--- src/rtl/transformation_pkg.sv ---
// Shared types and default widths for the transformation-stage sequencer and its dot-product multiplier.
package transformation_pkg;

   localparam int FEATURE_ROWS_D   = 6;
   localparam int WEIGHT_COLS_D    = 3;
   localparam int FEATURE_WIDTH_D  = 5;
   localparam int WEIGHT_WIDTH_D   = 5;
   localparam int VECTOR_LENGTH_D  = 96;
   localparam int DOT_PROD_WIDTH_D = 16;

   typedef enum logic [2:0] {
      IDLE,
      FETCH_W,
      FETCH_F,
      RUN,
      DRAIN,
      FINISH,
      COMPLETE
   } state_t;

   typedef logic [FEATURE_WIDTH_D*VECTOR_LENGTH_D-1:0] feature_vec_t;
   typedef logic [WEIGHT_WIDTH_D*VECTOR_LENGTH_D-1:0]  weight_vec_t;

endpackage

--- src/rtl/transformation_sequencer_if.sv ---
// Memory, multiplier and result-memory signals seen by the transformation sequencer.
interface transformation_sequencer_if
   import transformation_pkg::*;
#(
   parameter int FEATURE_WIDTH         = FEATURE_WIDTH_D,
   parameter int WEIGHT_WIDTH          = WEIGHT_WIDTH_D,
   parameter int VECTOR_LENGTH         = VECTOR_LENGTH_D,
   parameter int DOT_PROD_WIDTH        = DOT_PROD_WIDTH_D,
   parameter int COUNTER_FEATURE_WIDTH = $clog2(FEATURE_ROWS_D),
   parameter int COUNTER_WEIGHT_WIDTH  = $clog2(WEIGHT_COLS_D)
) ();

   logic                                     start;
   logic [COUNTER_FEATURE_WIDTH-1:0]         read_feature_address;
   logic                                     read_feature_enable;
   logic [FEATURE_WIDTH*VECTOR_LENGTH-1:0]   feature_data;
   logic [COUNTER_WEIGHT_WIDTH-1:0]          read_weight_address;
   logic                                     read_weight_enable;
   logic [WEIGHT_WIDTH*VECTOR_LENGTH-1:0]    weight_data;
   logic [FEATURE_WIDTH*VECTOR_LENGTH-1:0]   FM_row;
   logic [WEIGHT_WIDTH*VECTOR_LENGTH-1:0]    WM_col;
   logic                                     MULTI_EN;
   logic                                     TRANS_DONE;
   logic                                     INCR_FEATURE;
   logic                                     done;
   logic [DOT_PROD_WIDTH-1:0]                product;
   logic                                     result_write_enable;
   logic [COUNTER_FEATURE_WIDTH-1:0]         result_row_address;
   logic [COUNTER_WEIGHT_WIDTH-1:0]          result_col_address;
   logic [DOT_PROD_WIDTH-1:0]                result_data;
   logic                                     busy;
   logic                                     complete;
   logic                                     result_overrun;

   modport master (
      input  start, feature_data, weight_data, INCR_FEATURE, done, product,
      output read_feature_address, read_feature_enable, read_weight_address, read_weight_enable,
             FM_row, WM_col, MULTI_EN, TRANS_DONE, result_write_enable, result_row_address,
             result_col_address, result_data, busy, complete, result_overrun
   );

   modport slave (
      output start, feature_data, weight_data, INCR_FEATURE, done, product,
      input  read_feature_address, read_feature_enable, read_weight_address, read_weight_enable,
             FM_row, WM_col, MULTI_EN, TRANS_DONE, result_write_enable, result_row_address,
             result_col_address, result_data, busy, complete, result_overrun
   );

endinterface

--- src/rtl/transformation_sequencer_result_writer.sv ---
// Tracks issued-but-unfinished dot products and writes each product to the result memory in issue order.
module result_writer
   import transformation_pkg::*;
#(
   parameter int FEATURE_ROWS          = FEATURE_ROWS_D,
   parameter int WEIGHT_COLS           = WEIGHT_COLS_D,
   parameter int DOT_PROD_WIDTH        = DOT_PROD_WIDTH_D,
   parameter int COUNTER_FEATURE_WIDTH = $clog2(FEATURE_ROWS),
   parameter int COUNTER_WEIGHT_WIDTH  = $clog2(WEIGHT_COLS)
) (
   input  logic                              clk,
   input  logic                              reset_n,
   input  logic                              clear,
   input  logic                              incr,
   input  logic                              done,
   input  logic signed [DOT_PROD_WIDTH-1:0]  product,
   output logic                              write_enable,
   output logic [COUNTER_FEATURE_WIDTH-1:0]  row_address,
   output logic [COUNTER_WEIGHT_WIDTH-1:0]   col_address,
   output logic signed [DOT_PROD_WIDTH-1:0]  data,
   output logic [1:0]                        outstanding,
   output logic                              overrun
);

   localparam logic [COUNTER_FEATURE_WIDTH-1:0] LAST_ROW = COUNTER_FEATURE_WIDTH'(FEATURE_ROWS - 1);
   localparam logic [COUNTER_WEIGHT_WIDTH-1:0]  LAST_COL = COUNTER_WEIGHT_WIDTH'(WEIGHT_COLS - 1);

   logic [COUNTER_FEATURE_WIDTH-1:0] res_row;
   logic [COUNTER_WEIGHT_WIDTH-1:0]  res_col;
   logic                             take;

   // A done that coincides with a new issue is always backed by that issue.
   assign take = done && (incr || (outstanding != 2'd0));

   always_ff @(posedge clk or negedge reset_n) begin
      if (!reset_n) begin
         outstanding  <= 2'd0;
         res_row      <= '0;
         res_col      <= '0;
         write_enable <= 1'b0;
         row_address  <= '0;
         col_address  <= '0;
         data         <= '0;
         overrun      <= 1'b0;
      end else if (clear) begin
         outstanding  <= 2'd0;
         res_row      <= '0;
         res_col      <= '0;
         write_enable <= 1'b0;
         overrun      <= 1'b0;
      end else begin
         write_enable <= take;
         if (take) begin
            data        <= product;
            row_address <= res_row;
            col_address <= res_col;
            if (res_row == LAST_ROW) begin
               res_row <= '0;
               res_col <= (res_col == LAST_COL) ? '0 : res_col + 1'b1;
            end else begin
               res_row <= res_row + 1'b1;
            end
         end
         if (done && !take)
            overrun <= 1'b1;
         if (incr && !done && (outstanding != 2'd3))
            outstanding <= outstanding + 2'd1;
         else if (done && !incr && (outstanding != 2'd0))
            outstanding <= outstanding - 2'd1;
      end
   end

endmodule

--- src/rtl/transformation_sequencer.sv ---
// Fetches weight columns and feature rows for the dot-product multiplier and sequences a full FM x WM pass.
module transformation_sequencer
   import transformation_pkg::*;
#(
   parameter int FEATURE_ROWS          = FEATURE_ROWS_D,
   parameter int WEIGHT_COLS           = WEIGHT_COLS_D,
   parameter int FEATURE_WIDTH         = FEATURE_WIDTH_D,
   parameter int WEIGHT_WIDTH          = WEIGHT_WIDTH_D,
   parameter int VECTOR_LENGTH         = VECTOR_LENGTH_D,
   parameter int DOT_PROD_WIDTH        = DOT_PROD_WIDTH_D,
   parameter int COUNTER_FEATURE_WIDTH = $clog2(FEATURE_ROWS),
   parameter int COUNTER_WEIGHT_WIDTH  = $clog2(WEIGHT_COLS)
) (
   input  logic                        clk,
   input  logic                        reset_n,
   transformation_sequencer_if.master  bus
);

   localparam logic [COUNTER_FEATURE_WIDTH-1:0] LAST_ROW = COUNTER_FEATURE_WIDTH'(FEATURE_ROWS - 1);
   localparam logic [COUNTER_WEIGHT_WIDTH-1:0]  LAST_COL = COUNTER_WEIGHT_WIDTH'(WEIGHT_COLS - 1);

   state_t                                 state;
   logic                                   phase;
   logic [COUNTER_FEATURE_WIDTH-1:0]       issue_row;
   logic [COUNTER_WEIGHT_WIDTH-1:0]        issue_col;
   logic                                   pf_vld;
   logic [FEATURE_WIDTH*VECTOR_LENGTH-1:0] next_buf;
   logic [1:0]                             outstanding;
   logic                                   row_incr;
   logic                                   writer_clear;

   assign row_incr     = bus.INCR_FEATURE && (state == RUN);
   assign writer_clear = (state == IDLE) && bus.start;

   // Prefetched row lands here one cycle after its read strobe.
   always_ff @(posedge clk) begin
      if (pf_vld)
         next_buf <= bus.feature_data;
   end

   always_ff @(posedge clk or negedge reset_n) begin
      if (!reset_n) begin
         state                    <= IDLE;
         phase                    <= 1'b0;
         issue_row                <= '0;
         issue_col                <= '0;
         pf_vld                   <= 1'b0;
         bus.read_feature_address <= '0;
         bus.read_feature_enable  <= 1'b0;
         bus.read_weight_address  <= '0;
         bus.read_weight_enable   <= 1'b0;
         bus.FM_row               <= '0;
         bus.WM_col               <= '0;
         bus.MULTI_EN             <= 1'b0;
         bus.TRANS_DONE           <= 1'b0;
         bus.busy                 <= 1'b0;
         bus.complete             <= 1'b0;
      end else begin
         case (state)
            IDLE: begin
               if (bus.start) begin
                  state                   <= FETCH_W;
                  phase                   <= 1'b0;
                  issue_row               <= '0;
                  issue_col               <= '0;
                  bus.read_weight_enable  <= 1'b1;
                  bus.read_weight_address <= '0;
                  bus.busy                <= 1'b1;
               end
            end
            FETCH_W: begin
               if (!phase) begin
                  bus.read_weight_enable <= 1'b0;
                  phase                  <= 1'b1;
               end else begin
                  bus.WM_col               <= bus.weight_data;
                  bus.read_feature_enable  <= 1'b1;
                  bus.read_feature_address <= issue_row;
                  phase                    <= 1'b0;
                  state                    <= FETCH_F;
               end
            end
            FETCH_F: begin
               if (!phase) begin
                  bus.read_feature_enable <= 1'b0;
                  phase                   <= 1'b1;
               end else begin
                  bus.FM_row   <= bus.feature_data;
                  bus.MULTI_EN <= 1'b1;
                  phase        <= 1'b0;
                  state        <= RUN;
                  if (issue_row != LAST_ROW) begin
                     bus.read_feature_enable  <= 1'b1;
                     bus.read_feature_address <= issue_row + 1'b1;
                  end
               end
            end
            RUN: begin
               bus.read_feature_enable <= 1'b0;
               pf_vld                  <= bus.read_feature_enable;
               if (bus.INCR_FEATURE) begin
                  if (issue_row != LAST_ROW) begin
                     // Bypass covers an advance in the same cycle the prefetch data arrives.
                     bus.FM_row <= pf_vld ? bus.feature_data : next_buf;
                     issue_row  <= issue_row + 1'b1;
                     if ((issue_row + 1'b1) != LAST_ROW) begin
                        bus.read_feature_enable  <= 1'b1;
                        bus.read_feature_address <= issue_row + 2'd2;
                     end
                  end else begin
                     bus.MULTI_EN <= 1'b0;
                     state        <= DRAIN;
                  end
               end
            end
            DRAIN: begin
               pf_vld <= 1'b0;
               if (outstanding == 2'd0) begin
                  if (issue_col != LAST_COL) begin
                     issue_col               <= issue_col + 1'b1;
                     issue_row               <= '0;
                     bus.read_weight_enable  <= 1'b1;
                     bus.read_weight_address <= issue_col + 1'b1;
                     state                   <= FETCH_W;
                  end else begin
                     bus.TRANS_DONE <= 1'b1;
                     state          <= FINISH;
                  end
               end
            end
            FINISH: begin
               bus.TRANS_DONE <= 1'b0;
               bus.complete   <= 1'b1;
               bus.busy       <= 1'b0;
               state          <= COMPLETE;
            end
            COMPLETE: begin
               if (!bus.start) begin
                  bus.complete <= 1'b0;
                  state        <= IDLE;
               end
            end
            default: state <= IDLE;
         endcase
      end
   end

   result_writer #(
      .FEATURE_ROWS          (FEATURE_ROWS),
      .WEIGHT_COLS           (WEIGHT_COLS),
      .DOT_PROD_WIDTH        (DOT_PROD_WIDTH),
      .COUNTER_FEATURE_WIDTH (COUNTER_FEATURE_WIDTH),
      .COUNTER_WEIGHT_WIDTH  (COUNTER_WEIGHT_WIDTH)
   ) u_result_writer (
      .clk          (clk),
      .reset_n      (reset_n),
      .clear        (writer_clear),
      .incr         (row_incr),
      .done         (bus.done),
      .product      (bus.product),
      .write_enable (bus.result_write_enable),
      .row_address  (bus.result_row_address),
      .col_address  (bus.result_col_address),
      .data         (bus.result_data),
      .outstanding  (outstanding),
      .overrun      (bus.result_overrun)
   );

endmodule

--- src/flat_wrapper.sv ---
// flat-port wrapper written by rule: the top's interface ports become plain ports
module transformation_sequencer_flat import transformation_pkg::*;
#(
   parameter int FEATURE_ROWS          = FEATURE_ROWS_D,
   parameter int WEIGHT_COLS           = WEIGHT_COLS_D,
   parameter int FEATURE_WIDTH         = FEATURE_WIDTH_D,
   parameter int WEIGHT_WIDTH          = WEIGHT_WIDTH_D,
   parameter int VECTOR_LENGTH         = VECTOR_LENGTH_D,
   parameter int DOT_PROD_WIDTH        = DOT_PROD_WIDTH_D,
   parameter int COUNTER_FEATURE_WIDTH = $clog2(FEATURE_ROWS),
   parameter int COUNTER_WEIGHT_WIDTH  = $clog2(WEIGHT_COLS)
)
  (clk, reset_n, bus_start, bus_feature_data, bus_weight_data, bus_INCR_FEATURE, bus_done, bus_product, bus_read_feature_address, bus_read_feature_enable, bus_read_weight_address, bus_read_weight_enable, bus_FM_row, bus_WM_col, bus_MULTI_EN, bus_TRANS_DONE, bus_result_write_enable, bus_result_row_address, bus_result_col_address, bus_result_data, bus_busy, bus_complete, bus_result_overrun);
  transformation_sequencer_if #(.FEATURE_WIDTH(FEATURE_WIDTH), .WEIGHT_WIDTH(WEIGHT_WIDTH), .VECTOR_LENGTH(VECTOR_LENGTH), .DOT_PROD_WIDTH(DOT_PROD_WIDTH), .COUNTER_FEATURE_WIDTH(COUNTER_FEATURE_WIDTH), .COUNTER_WEIGHT_WIDTH(COUNTER_WEIGHT_WIDTH)) bus_i ();
  input  logic clk;
  input  logic reset_n;
  input wire logic [$bits(bus_i.start)-1:0] bus_start;
  input wire logic [$bits(bus_i.feature_data)-1:0] bus_feature_data;
  input wire logic [$bits(bus_i.weight_data)-1:0] bus_weight_data;
  input wire logic [$bits(bus_i.INCR_FEATURE)-1:0] bus_INCR_FEATURE;
  input wire logic [$bits(bus_i.done)-1:0] bus_done;
  input wire logic [$bits(bus_i.product)-1:0] bus_product;
  output wire logic [$bits(bus_i.read_feature_address)-1:0] bus_read_feature_address;
  output wire logic [$bits(bus_i.read_feature_enable)-1:0] bus_read_feature_enable;
  output wire logic [$bits(bus_i.read_weight_address)-1:0] bus_read_weight_address;
  output wire logic [$bits(bus_i.read_weight_enable)-1:0] bus_read_weight_enable;
  output wire logic [$bits(bus_i.FM_row)-1:0] bus_FM_row;
  output wire logic [$bits(bus_i.WM_col)-1:0] bus_WM_col;
  output wire logic [$bits(bus_i.MULTI_EN)-1:0] bus_MULTI_EN;
  output wire logic [$bits(bus_i.TRANS_DONE)-1:0] bus_TRANS_DONE;
  output wire logic [$bits(bus_i.result_write_enable)-1:0] bus_result_write_enable;
  output wire logic [$bits(bus_i.result_row_address)-1:0] bus_result_row_address;
  output wire logic [$bits(bus_i.result_col_address)-1:0] bus_result_col_address;
  output wire logic [$bits(bus_i.result_data)-1:0] bus_result_data;
  output wire logic [$bits(bus_i.busy)-1:0] bus_busy;
  output wire logic [$bits(bus_i.complete)-1:0] bus_complete;
  output wire logic [$bits(bus_i.result_overrun)-1:0] bus_result_overrun;
  assign bus_i.start = bus_start;
  assign bus_i.feature_data = bus_feature_data;
  assign bus_i.weight_data = bus_weight_data;
  assign bus_i.INCR_FEATURE = bus_INCR_FEATURE;
  assign bus_i.done = bus_done;
  assign bus_i.product = bus_product;
  assign bus_read_feature_address = bus_i.read_feature_address;
  assign bus_read_feature_enable = bus_i.read_feature_enable;
  assign bus_read_weight_address = bus_i.read_weight_address;
  assign bus_read_weight_enable = bus_i.read_weight_enable;
  assign bus_FM_row = bus_i.FM_row;
  assign bus_WM_col = bus_i.WM_col;
  assign bus_MULTI_EN = bus_i.MULTI_EN;
  assign bus_TRANS_DONE = bus_i.TRANS_DONE;
  assign bus_result_write_enable = bus_i.result_write_enable;
  assign bus_result_row_address = bus_i.result_row_address;
  assign bus_result_col_address = bus_i.result_col_address;
  assign bus_result_data = bus_i.result_data;
  assign bus_busy = bus_i.busy;
  assign bus_complete = bus_i.complete;
  assign bus_result_overrun = bus_i.result_overrun;
  transformation_sequencer #(.FEATURE_ROWS(FEATURE_ROWS), .WEIGHT_COLS(WEIGHT_COLS), .FEATURE_WIDTH(FEATURE_WIDTH), .WEIGHT_WIDTH(WEIGHT_WIDTH), .VECTOR_LENGTH(VECTOR_LENGTH), .DOT_PROD_WIDTH(DOT_PROD_WIDTH), .COUNTER_FEATURE_WIDTH(COUNTER_FEATURE_WIDTH), .COUNTER_WEIGHT_WIDTH(COUNTER_WEIGHT_WIDTH)) u_core (.clk(clk), .reset_n(reset_n), .bus(bus_i));
endmodule
--- config.mk ---
export PLATFORM = sky130hd
export DESIGN_NAME = transformation_sequencer_flat
export DESIGN_NICKNAME = d
export VERILOG_FILES = /design/src/rtl/transformation_pkg.sv /design/src/rtl/transformation_sequencer_if.sv /design/src/rtl/transformation_sequencer_result_writer.sv /design/src/rtl/transformation_sequencer.sv /design/src/flat_wrapper.sv
export SDC_FILE = /design/constraint.sdc
export NUM_CORES = 2
export LEC_CHECK = 0
export ABC_CLOCK_PERIOD_IN_PS = 5140
export CORE_AREA = 3 3 770 772
export DETAILED_ROUTE_END_ITERATION = 16
export DIE_AREA = 0 0 773 775
export GPL_TIMING_DRIVEN = 0
export HOLD_SLACK_MARGIN = 0.12
export PLACE_DENSITY = 0.36
export REMOVE_ABC_BUFFERS = 1
export SLEW_MARGIN = 0
export SYNTH_ARGS = -nofsm -noshare
export SYNTH_HDL_FRONTEND = slang
export SYNTH_SLANG_ARGS = --single-unit
export TNS_END_PERCENT = 30
--- constraint.sdc ---
create_clock -name clk -period 5.14 [get_ports clk]
set_input_delay 1.285 -clock clk [delete_from_list [all_inputs] [get_ports clk]]
set_output_delay 1.285 -clock clk [all_outputs]
set_load 0.01 [all_outputs]
==> metrics <==
status=complete, no violations; effective utilization at floorplan=10.15%; sequential area share after synthesis=around three fifths; Hold Path End=u_core.next_buf[240]; reg2reg end=u_core.bus.WM_col[359]; endpoints failing setup=0; Fmax=0.2401 GHz; vias in the first global route=46419; Setup Skew=roughly 0.039 ns; area grow syn2layout=64.94%; Slowest Stage Delay on Critical Path=approximately 0.61 ns; initial antenna violation count=between 300 and 400; Max-Cap Viols=0; Worst Min Path Start=u_core.next_buf[240]; TritonCTS clock tree=done; Post-synth EDFFs=0; met3 WL post-DR=39.55 mm; Tightest Pin Transition=1.237 ns; IR drop worst, VDD=325.7 uV; clock buffer depth=4; Die Wd=773 um; total negative slack=0 ns; final hold vios=0; CP Capture Type=asynchronous set/reset pin; WP data arrival=5.06 ns; crit path max fanout=about 130; share of layout cells above drive strength 1=a little over a fifth; Reg area=0.03487 mm^2; Max Slew Vio Count=0; die height=775 um; CTS clk-pin slew, worst paths=0.06 ns; CP Cell Sequence=dlygate4sd3_1 > buf_16 > buf_16 > buf_16 > buf_16 > buf_16; Syn. warnings=0; Clock Latency Late Sink=0.92 ns; fin nets=about 7300; Placer Congestion=1.038; met1 WL=136.8 mm; Worst EP required=6.03 ns; worst r2r src=u_core.state[0]; Die ar.=0.5991 mm^2; drt drc=0; area of the multi-input gates=roughly 0.021 mm^2; CORE AREA=just under 0.6 mm^2; Total Routed Length=412.2 mm; reg2reg path depth=12; wire per inst=28.57 um; DRT Pass-1 Iters=5; io pins=~2000; worst min path class=register to register; CP Launch Point=reset_n; pwr dens=719.0 mW/mm^2; CTS Buf Count=220; RSZ-0062 raised after global routing=no; # rows=281; first-pass GRT wire length=between 500 and 600 mm; Setup Buffers After CTS=0; number of vias in the routed layout=43712; Crit Path Class=primary input to asynchronous set/reset pin; prevailing post-synth register cell=dfrtp_1; Mapped Area=0.05946 mm^2; highest routed layer=met5; CTS Sinks=1489; Static Leak=~40 nW; Final ANT Viol Nets=0; Post-Synthesis Cells=4268; global route total overflow=0; Most common cell on crit path=buf_16; placed instance area=0.09012 mm^2; r2r setup slk=1.02 ns; Yosys reg bits=1489; H-tree levels=4; Design Area, Final=0.09807 mm^2; met2 WL post-DR=214.2 mm; pin count of the biggest net entering global routing=134; Mean Syn Cell Area=13.93 um^2; Worst slew margin=15.21%; root buf cell=clkbuf_16; final worst path period share=between 80 and 90%; hold path cells=1; Final Core Density=16.74%; initial drt markers=between 1000 and 1500; vias per cell=3.030; I/O Buffers=~2000; post-layout min period=between 4 and 5 ns; fillcell total=64431; Max stage delay cell, worst path=dlygate4sd3_1; distinct cell type count after synthesis=40; Synth async-reset ratio=67.76%; Total GRT Usage=a little over an eighth; Detailed Place HPWL=345.8 mm; critical path launch point type=primary input
power breakdown:
group | switching, W | internal, W | leakage (nW)
logic | 0.0165 | 0.0164 | 20.3
clock network | 0.00659 | 0.00984 | 3.72
registers | 0.00342 | 0.0178 | 16.0
total | 0.0265 | 0.0440 | 40.1
logic make-up after synthesis:
family / count (synthesis) / synth area share, %
compound gates: 45 / 0.4630
mux: 1949 / 34.88
xor+xnor: 5 / 0.07365
buf+inv: 710 / 5.295
flops: 1489 / 58.63
fa+ha+maj: 4 / 0.08418
simple gates: 66 / 0.5724
worst max-delay path by stage:
stage	end	cells past startpoint
after floorplan	u_core.bus.FM_row[0]	3
after global placement	u_core.bus.FM_row[414]	3
after detailed placement	u_core.bus.FM_row[347]	12
after CTS	u_core.bus.WM_col[102]	12
after global routing	u_core.bus.WM_col[26]	6
final	u_core.bus.WM_col[74]	6
critical path: cells and delay by family:
family                 cells  cell delay, ns
buffers and inverters      6            2.71
layer usage:
layer	vias up	GRT usage, %
met1	21694	12.73
li1	18917	-
met2	2024	24.68
met5	-	0
met4	98	5.751
met3	979	5.743
cell usage in the layout (no fill, tap or decap), types with 2 or more instances in the layout:
cell	synthesis	final
a21oi_1	14	13
clkinv_2	0	33
nand3_1	12	12
clkinv_4	0	5
nor3_1	4	4
o211ai_1	3	3
nand2_1	19	19
dfrtp_4	0	2
mux2i_1	964	963
xnor2_1	4	4
a211oi_1	3	3
buf_8	0	6
inv_8	0	2
nor2b_1	2	2
dfxtp_1	480	480
mux2_1	29	29
clkinvlp_4	0	13
clkinv_16	0	2
nand4b_1	2	2
mux2_2	956	956
nand2b_1	6	6
inv_6	0	6
buf_12	0	26
bufinv_16	0	26
ha_1	4	4
inv_16	0	7
nor2_1	13	13
diode_2	0	118
clkbuf_1	7	55
clkdlybuf4s50_1	0	1973
dfrtp_1	1009	1007
inv_1	487	487
and3_1	3	3
a31oi_1	3	3
clkbuf_16	0	222
buf_16	0	67
clkbuf_8	0	38
o21ai_0	14	14
timing repair:
item / 4_1_cts / 5_1_grt
endpoints found under the hold margin: 1 / 0
resized for setup: 0 / 0
hold buffers: 1 / 0
sequential cells by signal, indices dropped and copies added, names as in the netlist, 2 cells and up:
register	count
u_core.issue_row	3
u_core.u_result_writer.col_address	2
u_core.issue_col	2
u_core.bus.read_feature_address	3
u_core.next_buf	480
u_core.bus.FM_row	480
u_core.u_result_writer.res_row	3
u_core.u_result_writer.row_address	3
u_core.u_result_writer.data	16
u_core.u_result_writer.outstanding	2
u_core.state	3
u_core.bus.WM_col	480
u_core.u_result_writer.res_col	2
Yosys cell counts, types with 2 or more instances:
library cell,n,share of area [%]
buf_4,31,0.39
and3_1,3,0.032
a31oi_1,3,0.032
o21ai_0,14,0.12
mux2_1,29,0.55
ha_1,4,0.084
nand3_1,12,0.10
mux2_2,956,18
buf_1,2,0.013
a21oi_1,14,0.12
mux2i_1,964,16
nor3_1,4,0.034
inv_1,487,3.1
nand2b_1,6,0.063
clkbuf_1,7,0.044
buf_2,161,1.4
nor2_1,13,0.082
dfxtp_1,480,16
nand4b_1,2,0.029
dfrtp_1,1009,42
nor2b_1,2,0.021
o211ai_1,3,0.038
xnor2_1,4,0.059
buf_6,22,0.42
a211oi_1,3,0.038
nand2_1,19,0.12
per-stage QoR:
stage / worst slack [ns] / total power, W / hold WS [ns] / std cells
finish: 0.9758 / 0.07051 / 0.4696 / 14428
floorplan: -47.37 / 0.03224 / 0.4509 / 4045
CTS: 0.9141 / 0.07252 / 0.4738 / 14310
global placement: -86.91 / 0.04229 / 0.4567 / 13801
global route: 0.6554 / 0.07471 / 0.4824 / 14374
detailed placement: 0.2025 / 0.05520 / 0.4606 / 13900
area by class of cell:
cell class | instances | share of cell area, %
Clock inverter | 94 | 1.389
Sequential cell | 1489 | 35.55
Clock buffer | 315 | 6.408
Antenna cell | 118 | 0.3011
Multi-Input combinational cell | 2069 | 21.89
Inverter | 487 | 1.864
Tap cell | 7782 | 9.928
Timing Repair Buffer | 2074 | 22.66
Note: power is estimated with default switching activity, not from simulation.
